### config.mk
export PLATFORM = sky130hd
export DESIGN_NAME = pipelined_fetch_unit
export DESIGN_NICKNAME = d
export VERILOG_FILES = /design/src/rtl/pipelined_fetch_unit.sv
export SDC_FILE = /design/constraint.sdc
export NUM_CORES = 1
export LEC_CHECK = 0
export ABC_CLOCK_PERIOD_IN_PS = 5900
export BUFFER_PORTS_ARGS = -buffer_cell sky130_fd_sc_hd__buf_2
export CORE_MARGIN = 5
export CORE_UTILIZATION = 57
export CTS_CLUSTER_DIAMETER = 80
export CTS_CLUSTER_SIZE = 10
export DETAILED_ROUTE_END_ITERATION = 12
export PLACE_DENSITY_LB_ADDON = 0.08
export SLEW_MARGIN = 10
export SYNTH_ARGS = -nofsm -noshare
export SYNTH_HDL_FRONTEND = slang
export SYNTH_SLANG_ARGS = --single-unit
### constraint.sdc
create_clock -name clk -period 5.9 [get_ports clk]
set_clock_uncertainty 0.2 [all_clocks]
set_input_delay 1.18 -clock clk [delete_from_list [all_inputs] [get_ports clk]]
set_output_delay 1.18 -clock clk [all_outputs]
set_load 0.02 [all_outputs]
### src/rtl/pipelined_fetch_unit.sv
// Pipelined instruction fetch unit.
// Issues sequential word reads from fpc, buffers {pc, inst} pairs in a small
// FIFO and presents the head to decode with a valid/ready handshake.
// A redirect flushes the buffer and restarts fetch at the new target. A read
// may only issue while the FIFO has room for it, counting the read that is
// already in flight.
module pipelined_fetch_unit #(
    parameter int              XLEN     = 64,
    parameter int              DEPTH    = 4,
    parameter logic [XLEN-1:0] RESET_PC = '0
) (
    input  logic            clk,
    input  logic            reset,
    output logic            imem_en,
    output logic [XLEN-1:0] imem_addr,
    input  logic [31:0]     imem_rdata,
    input  logic            redirect_valid,
    input  logic [XLEN-1:0] redirect_pc,
    output logic            out_valid,
    input  logic            out_ready,
    output logic [31:0]     out_inst,
    output logic [XLEN-1:0] out_pc,
    output logic            misalign_err
);

    localparam int            PW      = (DEPTH > 1) ? $clog2(DEPTH) : 1;
    localparam int            CW      = PW + 1;
    localparam logic [CW-1:0] DEPTH_C = CW'(DEPTH);

    logic [XLEN-1:0] fpc;
    logic [XLEN-1:0] pend_pc;
    logic [CW-1:0]   count;
    logic [CW-1:0]   occupancy;
    logic            pending;
    logic            kill;
    logic [PW-1:0]   rd_ptr;
    logic [PW-1:0]   wr_ptr;
    logic            issue;
    logic            push;
    logic            pop;

    logic [XLEN-1:0] pc_mem   [DEPTH];
    logic [31:0]     inst_mem [DEPTH];

    // Credits are taken from registered state only, so a pop in the same
    // cycle cannot make room for an extra read.
    assign occupancy = count + CW'(pending);
    assign issue     = !reset && !redirect_valid && (occupancy < DEPTH_C);

    // A redirect cycle drops both the arriving response and any handshake.
    assign push      = pending && !kill && !redirect_valid;
    assign pop       = out_valid && out_ready && !redirect_valid;

    assign imem_en      = issue;
    assign imem_addr    = fpc;
    assign out_valid    = !reset && (count != '0);
    assign out_pc       = pc_mem[rd_ptr];
    assign out_inst     = inst_mem[rd_ptr];
    assign misalign_err = !reset && redirect_valid && (redirect_pc[1:0] != 2'b00);

    // Fetch PC, in-flight tracking, FIFO pointers and occupancy.
    always_ff @(posedge clk) begin
        if (reset) begin
            fpc     <= {RESET_PC[XLEN-1:2], 2'b00};
            pend_pc <= '0;
            pending <= 1'b0;
            kill    <= 1'b0;
            count   <= '0;
            rd_ptr  <= '0;
            wr_ptr  <= '0;
        end else if (redirect_valid) begin
            fpc     <= {redirect_pc[XLEN-1:2], 2'b00};
            kill    <= pending;
            pending <= 1'b0;
            count   <= '0;
            rd_ptr  <= '0;
            wr_ptr  <= '0;
        end else begin
            pending <= issue;
            kill    <= 1'b0;
            if (issue) begin
                pend_pc <= fpc;
                fpc     <= fpc + XLEN'(4);
            end
            if (push) begin
                wr_ptr <= wr_ptr + PW'(1);
            end
            if (pop) begin
                rd_ptr <= rd_ptr + PW'(1);
            end
            case ({push, pop})
                2'b10:   count <= count + CW'(1);
                2'b01:   count <= count - CW'(1);
                default: count <= count;
            endcase
        end
    end

    // Buffer storage; contents are only meaningful below count, so no reset.
    always_ff @(posedge clk) begin
        if (!reset && push) begin
            pc_mem[wr_ptr]   <= pend_pc;
            inst_mem[wr_ptr] <= imem_rdata;
        end
    end

endmodule

==> results of run 1 <==
cell families (layout without fill, tap and decap cells):
family | Yosys count | in the layout | synth area share (%)
buffers and inverters | 92 | 397 | 1.92
other | 1 | 7 | 0.0189
multiplexers | 99 | 99 | 10.9
AO/OA/AOI/OAI | 172 | 172 | 4.93
XOR/XNOR | 44 | 44 | 1.98
adder cells (fa/ha/maj) | 7 | 7 | 0.479
flip-flops | 511 | 511 | 70.5
AND/OR/NAND/NOR | 373 | 373 | 9.29
worst max-delay path, cell delays in order:
cell and delay, ps:
buf_4 270, nor2_1 630, nand2_4 440, inv_2 210, buf_2 190
cell usage after synthesis, types with 4 or more instances:
cell and instances:
a211oi_1 10, a21oi_1 100, a311oi_1 5, and3_1 23
buf_1 11, buf_2 10, buf_4 4, clkbuf_1 50
dfxtp_1 135, edfxtp_1 376, ha_1 6, inv_1 16
mux4_2 94, nand2_1 184, nand3_1 22, nand4_1 16
nor2_1 61, nor3_1 23, nor3_2 6, nor4_2 4
o21ai_0 24, o22ai_1 13, or3_1 6, xnor2_1 39
xor2_1 4
layout make-up:
type	count	share of cell area [%]
flip-flops and latches	511	60.1
multi-input cells	699	23.7
clock buffers	105	6.98
repair buffers	273	6.30
well taps	455	2.44
inverters	16	0.258
clock inverters	3	0.193
diodes	3	0.0322
state kept, by name, summed over array words and instances, names as in the netlist, named ones only:
name / cells
pend_pc: 62
pc_mem: 248
pending: 1
kill: 1
rd_ptr: 2
count: 3
imem_addr: 62
wr_ptr: 2
inst_mem: 128
per-layer routing:
metal  up-vias  part of all wire [%]
met3        58                   7.7
met2       449                    47
met5         -                     0
li1       5479                     -
met4         0                   1.8
met1      5986                    44
path summary, 6_finish.rpt:
kind,slack [ps],to,depth (start not counted),startpoint
worst max-delay path,1570,imem_en,5,reset
worst min-delay path,280,kill$_SDFF_PN0_,1,pending$_SDFF_PP0_
worst max register to register,2890,imem_addr[59]$_SDFFE_PP0P_,6,imem_addr[38]$_SDFFE_PP0P_
worst min register to register,280,kill$_SDFF_PN0_,1,pending$_SDFF_PP0_
where the power goes:
group	switching, µW	leakage [µW]	internal, µW
registers	68.7	0.00492	3890
clock network	1320	0.000791	1850
logic	187	0.00262	99.6
metrics by stage:
stage / hold WS, ps / area, µm²
global placement: 260 / 21600
detailed placement: 263 / 21600
global route: 295 / 23300
floorplan: 237 / 19900
CTS: 273 / 23300
finish: 277 / 23300
==> run metrics, run 1 <==
die area=38,700 µm²; warnings from Yosys=0; largest net degree at the start of global routing=69; final setup margin=1570 ps; Crit Path Class=in2out; # DRC=0; routed via count=12,000; clk sinks=511; Slew Viols, Final=0; Finished Layout Cells=2,065; maximum VDD drop=0.000207 V; Cell Area, Synth=19,900 µm²; vias per cell=5.80; Worst Path Arrival=2950 ps; Die X=197 µm; total power=7410 µW; DRT iter0 DRCs=1,049; cells after synthesis=1,299; GRT met3 Usage=4.55%; number of synthesized flops with an enable pin=376; CP max FO=53; Hold Path Class=reg2reg; H-Tree Depth=2; area of the multi-input gates=5530 µm²; # resized after CTS=0; Fin. Hold Viols=0; vias in the first global route=11,800; dpl cells=1,954; CP endpoint kind=output port; clk slew on worst S/H paths=60 ps; syn avg cell area=15.3 µm²; leakage=0.00833 µW; Max Cap Viol=0; FF+latch area=14,000 µm²; initial core utilization=57.6%; dpl ws=1560 ps; Final Cycle Share=73.4%; status=completed; fin crit period=4330 ps; FMAX=0.231 GHz; hold buffer count at CTS=0; CTS tree=done; Core Area=34,500 µm²; most common cell after layout, fill and taps aside=edfxtp_1; final wirelength=46,000 µm; Yosys top cell by area=edfxtp_1; setup TNS=0 ps; Port Buffer Count=258; DIE HEIGHT=197 µm; setup repair bufs after CTS=0; Max clock buf depth=3; RD Place Congestion=0.813; DRT antenna net count=0; total track usage=23.7%; final net count=1,665; routed len/inst=22.3 µm; Synth-to-Final Area Change=17.4%; TritonRoute pass-1 iters=5; ys async rst share=0%; Seq/Total Area, Yosys=70.5%; Critical Path RT=4520 ps; post-synth cell types=54; initial antenna violation count=0; global route overflow=0; final setup vio count=0; Detail Placement HPWL=28,400 µm; share of layout cells above drive strength 1=28.9%; largest cells by area after synthesis=edfxtp_1, dfxtp_1, mux4_2; commonest cells after routing, fill and taps aside=edfxtp_1, buf_2, nand2_1, dfxtp_1, a21oi_1; final core utilization=67.7%; Primary FF master, synth=edfxtp_1; CTS Root Buffer Type=clkbuf_16; Worst Tran Pin Value=957 ps; busiest grt layer=met2; pwr dens=318 nW/µm²; met2 Track Usage GR=37.3%; # IOs=263; clk_lat worst skew=590 ps; #FFs+latches synth=511; first-pass GRT wire length=70,700 µm; Yosys top cell area share=56.9%; Slew headroom=36.2%; Filler cells=2,429; met1 Usage GRT=35.1%; Rows=68; startpoint types=primary input; Num CTS Buffers=57; RSZ-0062 raised after global routing=no
No activity file was read; power rests on OpenSTA's default activity.
==> inputs of run 2 (changes only) <==
--- a/config.mk
+++ b/config.mk
@@ -5,7 +5,7 @@
 export SDC_FILE = /design/constraint.sdc
 export NUM_CORES = 1
 export LEC_CHECK = 0
-export ABC_CLOCK_PERIOD_IN_PS = 5900
+export ABC_CLOCK_PERIOD_IN_PS = 4100
 export BUFFER_PORTS_ARGS = -buffer_cell sky130_fd_sc_hd__buf_2
 export CORE_MARGIN = 5
 export CORE_UTILIZATION = 57
==> constraint.sdc (replaced) <==
create_clock -name clk -period 4.1 [get_ports clk]
set_clock_uncertainty 0.2 [all_clocks]
set_input_delay 0.82 -clock clk [delete_from_list [all_inputs] [get_ports clk]]
set_output_delay 0.82 -clock clk [all_outputs]
set_load 0.02 [all_outputs]
==> run 2 against run 1 <==
Against the previous run: clock power is 43% higher; via count grew 0.58%; register-to-register slack got worse by 1800 ps; hold slack got worse by 27 ps; largest power group unchanged; cell count grew 0.24%; final area is 0.25% higher; critical path depth fell by 2; critical path type is now reg2out; first-iteration DRC count fell by 8.7%; largest cell class unchanged.
==> run metrics, run 2 (synthesis results as in run 1) <==
DIE HEIGHT=197 µm (unchanged); hold buffer count at CTS=0 (unchanged); Max Cap Viol=0 (unchanged); Slew Viols, Final=0 (unchanged); leakage=0.00837 µW (+0.46%); DRT antenna net count=0 (unchanged); vias in the first global route=12,100 (+2.0%); Slew headroom=32.0% (-4.2 points); setup repair bufs after CTS=0 (unchanged); startpoint types=register; # DRC=0 (unchanged); Largest Register=pc_mem; Hold Path Origin=imem_rdata[14]; Hold Path Class=in2reg; WHS Path Cells=1 (unchanged); vias per cell=5.82 (+0.34%); first-pass GRT wire length=71,500 µm (+1.2%); clk_lat worst skew=580 ps (about the same); crit-path max cell delay=650 ps (+20 ps); share of layout cells above drive strength 1=29.3% (+0.33 points); CTS Root Buffer Type=clkbuf_16; Die X=197 µm (unchanged); status=completed; largest net degree at the start of global routing=87 (+26%); CTS tree=done; routed via count=12,000 (+0.58%); r2r startpoint=count[1]$_SDFFE_PP0P_; DRT iter0 DRCs=958 (-8.7%); Worst path slowest cell=dfxtp_4; die area=38,700 µm² (unchanged); Finished Layout Cells=2,070 (+0.24%); FMAX=0.287 GHz; critical-path cell list=buf_12 -> mux4_2 -> buf_2; dpl cells=1,961 (+0.36%); clk sinks=511 (unchanged); # IOs=263 (unchanged); Max clock buf depth=3 (unchanged); Largest register FFs=248 (unchanged); most common cell after layout, fill and taps aside=edfxtp_1; Critical Path RT=3080 ps (-1440 ps); # resized after CTS=0 (unchanged); Core Area=34,500 µm² (unchanged); FF-to-FF path depth=8 (+2); commonest cells after routing, fill and taps aside=edfxtp_1, buf_2, nand2_1, dfxtp_1, a21oi_1; final wirelength=46,000 µm (about the same); routed len/inst=22.2 µm (-0.22%); CP endpoint kind=output port; RSZ-0062 raised after global routing=no; worst hold endpoint=inst_mem[3][14]$_DFFE_PP_; final setup vio count=0 (unchanged); final core utilization=67.8% (+0.17 points); Detail Placement HPWL=28,900 µm (+1.8%); global route overflow=0 (unchanged); initial antenna violation count=0 (unchanged); setup TNS=0 ps (unchanged); Synth-to-Final Area Change=17.7%; clk slew on worst S/H paths=60 ps (about the same); reg-to-reg endpoint=imem_addr[42]$_SDFFE_PP0P_; post-placement cell area=21,700 µm² (+0.30%); maximum VDD drop=0.000306 V (+48%); initial core utilization=57.6% (unchanged); RD Place Congestion=0.800 (-1.5%); Post-Layout Inst Area=23,400 µm² (+0.25%); Port Buffer Count=258 (unchanged); final net count=1,672 (+0.42%); Fin. Hold Viols=0 (unchanged); pwr dens=456 nW/µm² (+43%); Crit Path Class=reg2out; Rows=68 (unchanged); Worst Path Arrival=2470 ps (-480 ps); Largest regs=pc_mem: 248 flops, inst_mem: 128 flops; Worst Tran Pin Value=1020 ps (+58.7 ps); Num CTS Buffers=57 (unchanged); total track usage=23.8% (+0.12 points); fin crit period=3490 ps; CP max FO=45 (-15%); H-Tree Depth=2 (unchanged); flop-to-flop setup slack=1090 ps (-1800 ps); Final Cycle Share=85.0%; TritonRoute pass-1 iters=5 (unchanged)
[run 2: final cells by class]
cell class | count | area [µm²]
Multi-Input combinational cell | 699 | 5530
Inverter | 16 | 60.1
Clock buffer | 104 | 1620
Timing Repair Buffer | 280 | 1530
Sequential cell | 511 | 14000
Antenna cell | 2 | 5.00
Clock inverter | 3 | 45.0
Tap cell | 455 | 569
Fill cell | 2459 | 11100
[run 2: worst max-delay path by stage]
stage | end | slack [ps] | depth (start not counted)
final | out_pc[59] | 610 | 3
after global routing | out_pc[59] | 470 | 3
after CTS | out_pc[59] | 550 | 3
after detailed placement | count[2]$_SDFFE_PP0P_ | 730 | 11
after global placement | count[2]$_SDFFE_PP0P_ | 800 | 11
after floorplan | inst_mem[0][0]$_DFFE_PP_ | 850 | 3
[run 2: power breakdown]
part	internal, µW	switching, µW
clock network	2650	1890
registers	5590	98.2
logic	145	271
total	8390	2260
[run 2: layer usage]
| metal | global-route usage (%) | vias up | wire (µm) |
|---|---|---|---|
| met5 | 0 | - | 0 |
| li1 | - | 5479 | - |
| met3 | 4.48 | 74 | 3330 |
| met2 | 37.5 | 437 | 21900 |
| met4 | 6.09 | 0 | 1030 |
| met1 | 35.0 | 6052 | 19700 |
[run 2: critical path, delay by kind of cell (launching register included)]
family | cells | cell delay (ps)
buf+inv | 2 | 600
flops | 1 | 650
mux | 1 | 610
[run 2: stage by stage]
stage | hold slack [ps] | setup WS (ps) | power [µW]
after global placement | 256 | 800 | 6200
final | 251 | 614 | 10600
after CTS | 224 | 548 | 10700
after detailed placement | 273 | 730 | 6210
after global routing | 234 | 471 | 11000
after floorplan | 237 | 855 | 6010
==> inputs of run 3 (changes only) <==
--- a/config.mk
+++ b/config.mk
@@ -6,7 +6,7 @@
 export NUM_CORES = 1
 export LEC_CHECK = 0
 export ABC_CLOCK_PERIOD_IN_PS = 4100
-export BUFFER_PORTS_ARGS = -buffer_cell sky130_fd_sc_hd__buf_2
+export BUFFER_PORTS_ARGS = -buffer_cell sky130_fd_sc_hd__buf_4
 export CORE_MARGIN = 5
 export CORE_UTILIZATION = 57
 export CTS_CLUSTER_DIAMETER = 80
==> run 3 against run 2 <==
Against the previous run: via count grew 0.39%; total power grew 0.24%; hold slack gained 1.2 ps; core utilization grew 2.1 points; highest routed layer is now met5.
==> run metrics, run 3 (synthesis results as in run 1) <==
WHS Path Cells=1 (unchanged); DIE HEIGHT=197 µm (unchanged); r2r startpoint=pending$_SDFF_PP0_; global route overflow=0 (unchanged); vias per cell=5.82 (+0.10%); Comb pwr share=4.4% (+0.5 points); clk_lat worst skew=570 ps (about the same); RD Place Congestion=0.828 (+3.5%); setup TNS=0 ps (unchanged); most common cell after layout, fill and taps aside=edfxtp_1; startpoint types=register; leakage=0.00856 µW (+2.3%); # DRC=0 (unchanged); commonest cells after routing, fill and taps aside=edfxtp_1, buf_4, nand2_1, dfxtp_1, a21oi_1; first-pass GRT wire length=71,800 µm (+0.41%); final wirelength=46,800 µm (+1.7%); Slew Viols, Final=0 (unchanged); routed len/inst=22.5 µm (+1.4%); Max Cap Viol=0 (unchanged); reg-to-reg endpoint=pend_pc[42]$_SDFFE_PP0P_; Synth-to-Final Area Change=21.3%; Slew headroom=51.3% (+19 points); setup repair bufs after CTS=0 (unchanged); Hold Path Class=in2reg; Worst Tran Pin Value=731 ps (-285 ps); maximum VDD drop=0.000451 V (+47%); Final Cycle Share=83.8% (-1.2 points); Hold Path Origin=imem_rdata[22]; largest net degree at the start of global routing=51 (-41%); Port Buffer Count=258 (unchanged); CTS tree=done; Critical Path RT=3080 ps (about the same); Sequential Power Share=53.4% (about the same); fin crit period=3440 ps (-48.3 ps); Rows=68 (unchanged); pwr dens=443 nW/µm² (-2.8%); final setup vio count=0 (unchanged); CTS Root Buffer Type=clkbuf_16; share of layout cells above drive strength 1=29.5% (+0.24 points); Largest regs=pc_mem: 248 flops, inst_mem: 128 flops; cell-internal power=8440 µW (+0.56%); clk slew on worst S/H paths=60 ps (about the same); worst hold endpoint=inst_mem[0][22]$_DFFE_PP_; Crit Path Class=reg2out; initial antenna violation count=2 (+2); Largest register FFs=248 (unchanged); Detail Placement HPWL=29,500 µm (+2.1%); CP endpoint kind=output port; switching share of total power=20.9% (-0.25 points); routed via count=12,100 (+0.39%); final net count=1,679 (+0.42%); # IOs=263 (unchanged); flop-to-flop setup slack=1140 ps (+50 ps); Die X=197 µm (unchanged); # resized after CTS=0 (unchanged); Clock power frac=42.2% (-0.4 points); CP max FO=24 (-47%); Max clock buf depth=3 (unchanged); total power=10,700 µW (+0.24%); status=completed; TritonRoute pass-1 iters=5 (unchanged); vias in the first global route=12,100 (+0.61%); Fin. Hold Viols=0 (unchanged); RSZ-0062 raised after global routing=no; Sw Pwr=2230 µW (-0.93%); initial core utilization=57.6% (unchanged); DRT antenna net count=0 (unchanged); hold buffer count at CTS=0 (unchanged); clk sinks=511 (unchanged); total track usage=24.1% (+0.33 points); die area=38,700 µm² (unchanged); Largest Register=pc_mem; Worst Path Arrival=2420 ps (-50 ps); Core Area=34,500 µm² (unchanged); DRT iter0 DRCs=964 (+0.63%); FF-to-FF path depth=9 (+1); FMAX=0.291 GHz (+1.4%); H-Tree Depth=2 (unchanged); Num CTS Buffers=57 (unchanged)
## run 3: changes by cell type in the layout (fill, tap and decap cells not counted), sizes merged
| cell | previous run | this run |
|---|---|---|
| buf | 280 | 287 |
| diode | 2 | 1 |
| inv | 18 | 17 |
| clkbuf | 104 | 105 |
## run 3: area by class of cell
class	count	area, µm²
flip-flops and latches	511	14000
fillers	2364	10400
multi-input cells	699	5530
repair buffers	287	2280
clock buffers	105	1630
well taps	455	569
inverters	16	60.1
clock inverters	2	25.0
diodes	1	2.50
## run 3: worst max-delay path, cell delays in order, from the launching register on
cell and delay, ps:
dfxtp_4 750, buf_4 360, mux4_2 550, buf_4 180
## run 3: power groups by stage
stage          Sequential (µW)  Combinational [µW]  Clock [µW]
6_report                  5700                 473        4500
5_1_grt                   5700                 509        4830
4_1_cts                   5690                 474        4590
3_5_place_dp              5800                 472           0
3_3_place_gp              5800                 466           0
2_1_floorplan             5810                 192           0
## run 3: metrics by stage
step                      worst slack [ps]  util, %  std cells  area, µm²  hold WS [ps]
final                                  662     69.9       2076      24100           252
after global routing                   514     69.9       2076      24100           230
after CTS                              589     69.9       2075      24100           223
after detailed placement               899     65.1       1968      22400           285
after global placement                 943     65.1       1968      22400           263
after floorplan                        855        -       1302      19900           237
## run 3: metal layers
| layer | wire length (µm) | share of wire (%) | global-route usage, % |
|---|---|---|---|
| met2 | 22100 | 47 | 37.9 |
| met5 | 13 | 0.028 | 0 |
| met1 | 19700 | 42 | 35.3 |
| met3 | 3720 | 8.0 | 4.58 |
| met4 | 1180 | 2.5 | 6.70 |
## run 3: worst max path at each step
stage	startpoint	endpoint	slack [ps]	cells after the start
4_1_cts	register	out_pc[44]	590	3
3_3_place_gp	redirect_valid	count[2]$_SDFFE_PP0P_	940	9
3_5_place_dp	redirect_valid	count[2]$_SDFFE_PP0P_	900	9
2_1_floorplan	redirect_valid	inst_mem[0][0]$_DFFE_PP_	850	3
5_1_grt	register	out_pc[44]	510	3
6_report	register	out_pc[45]	660	3
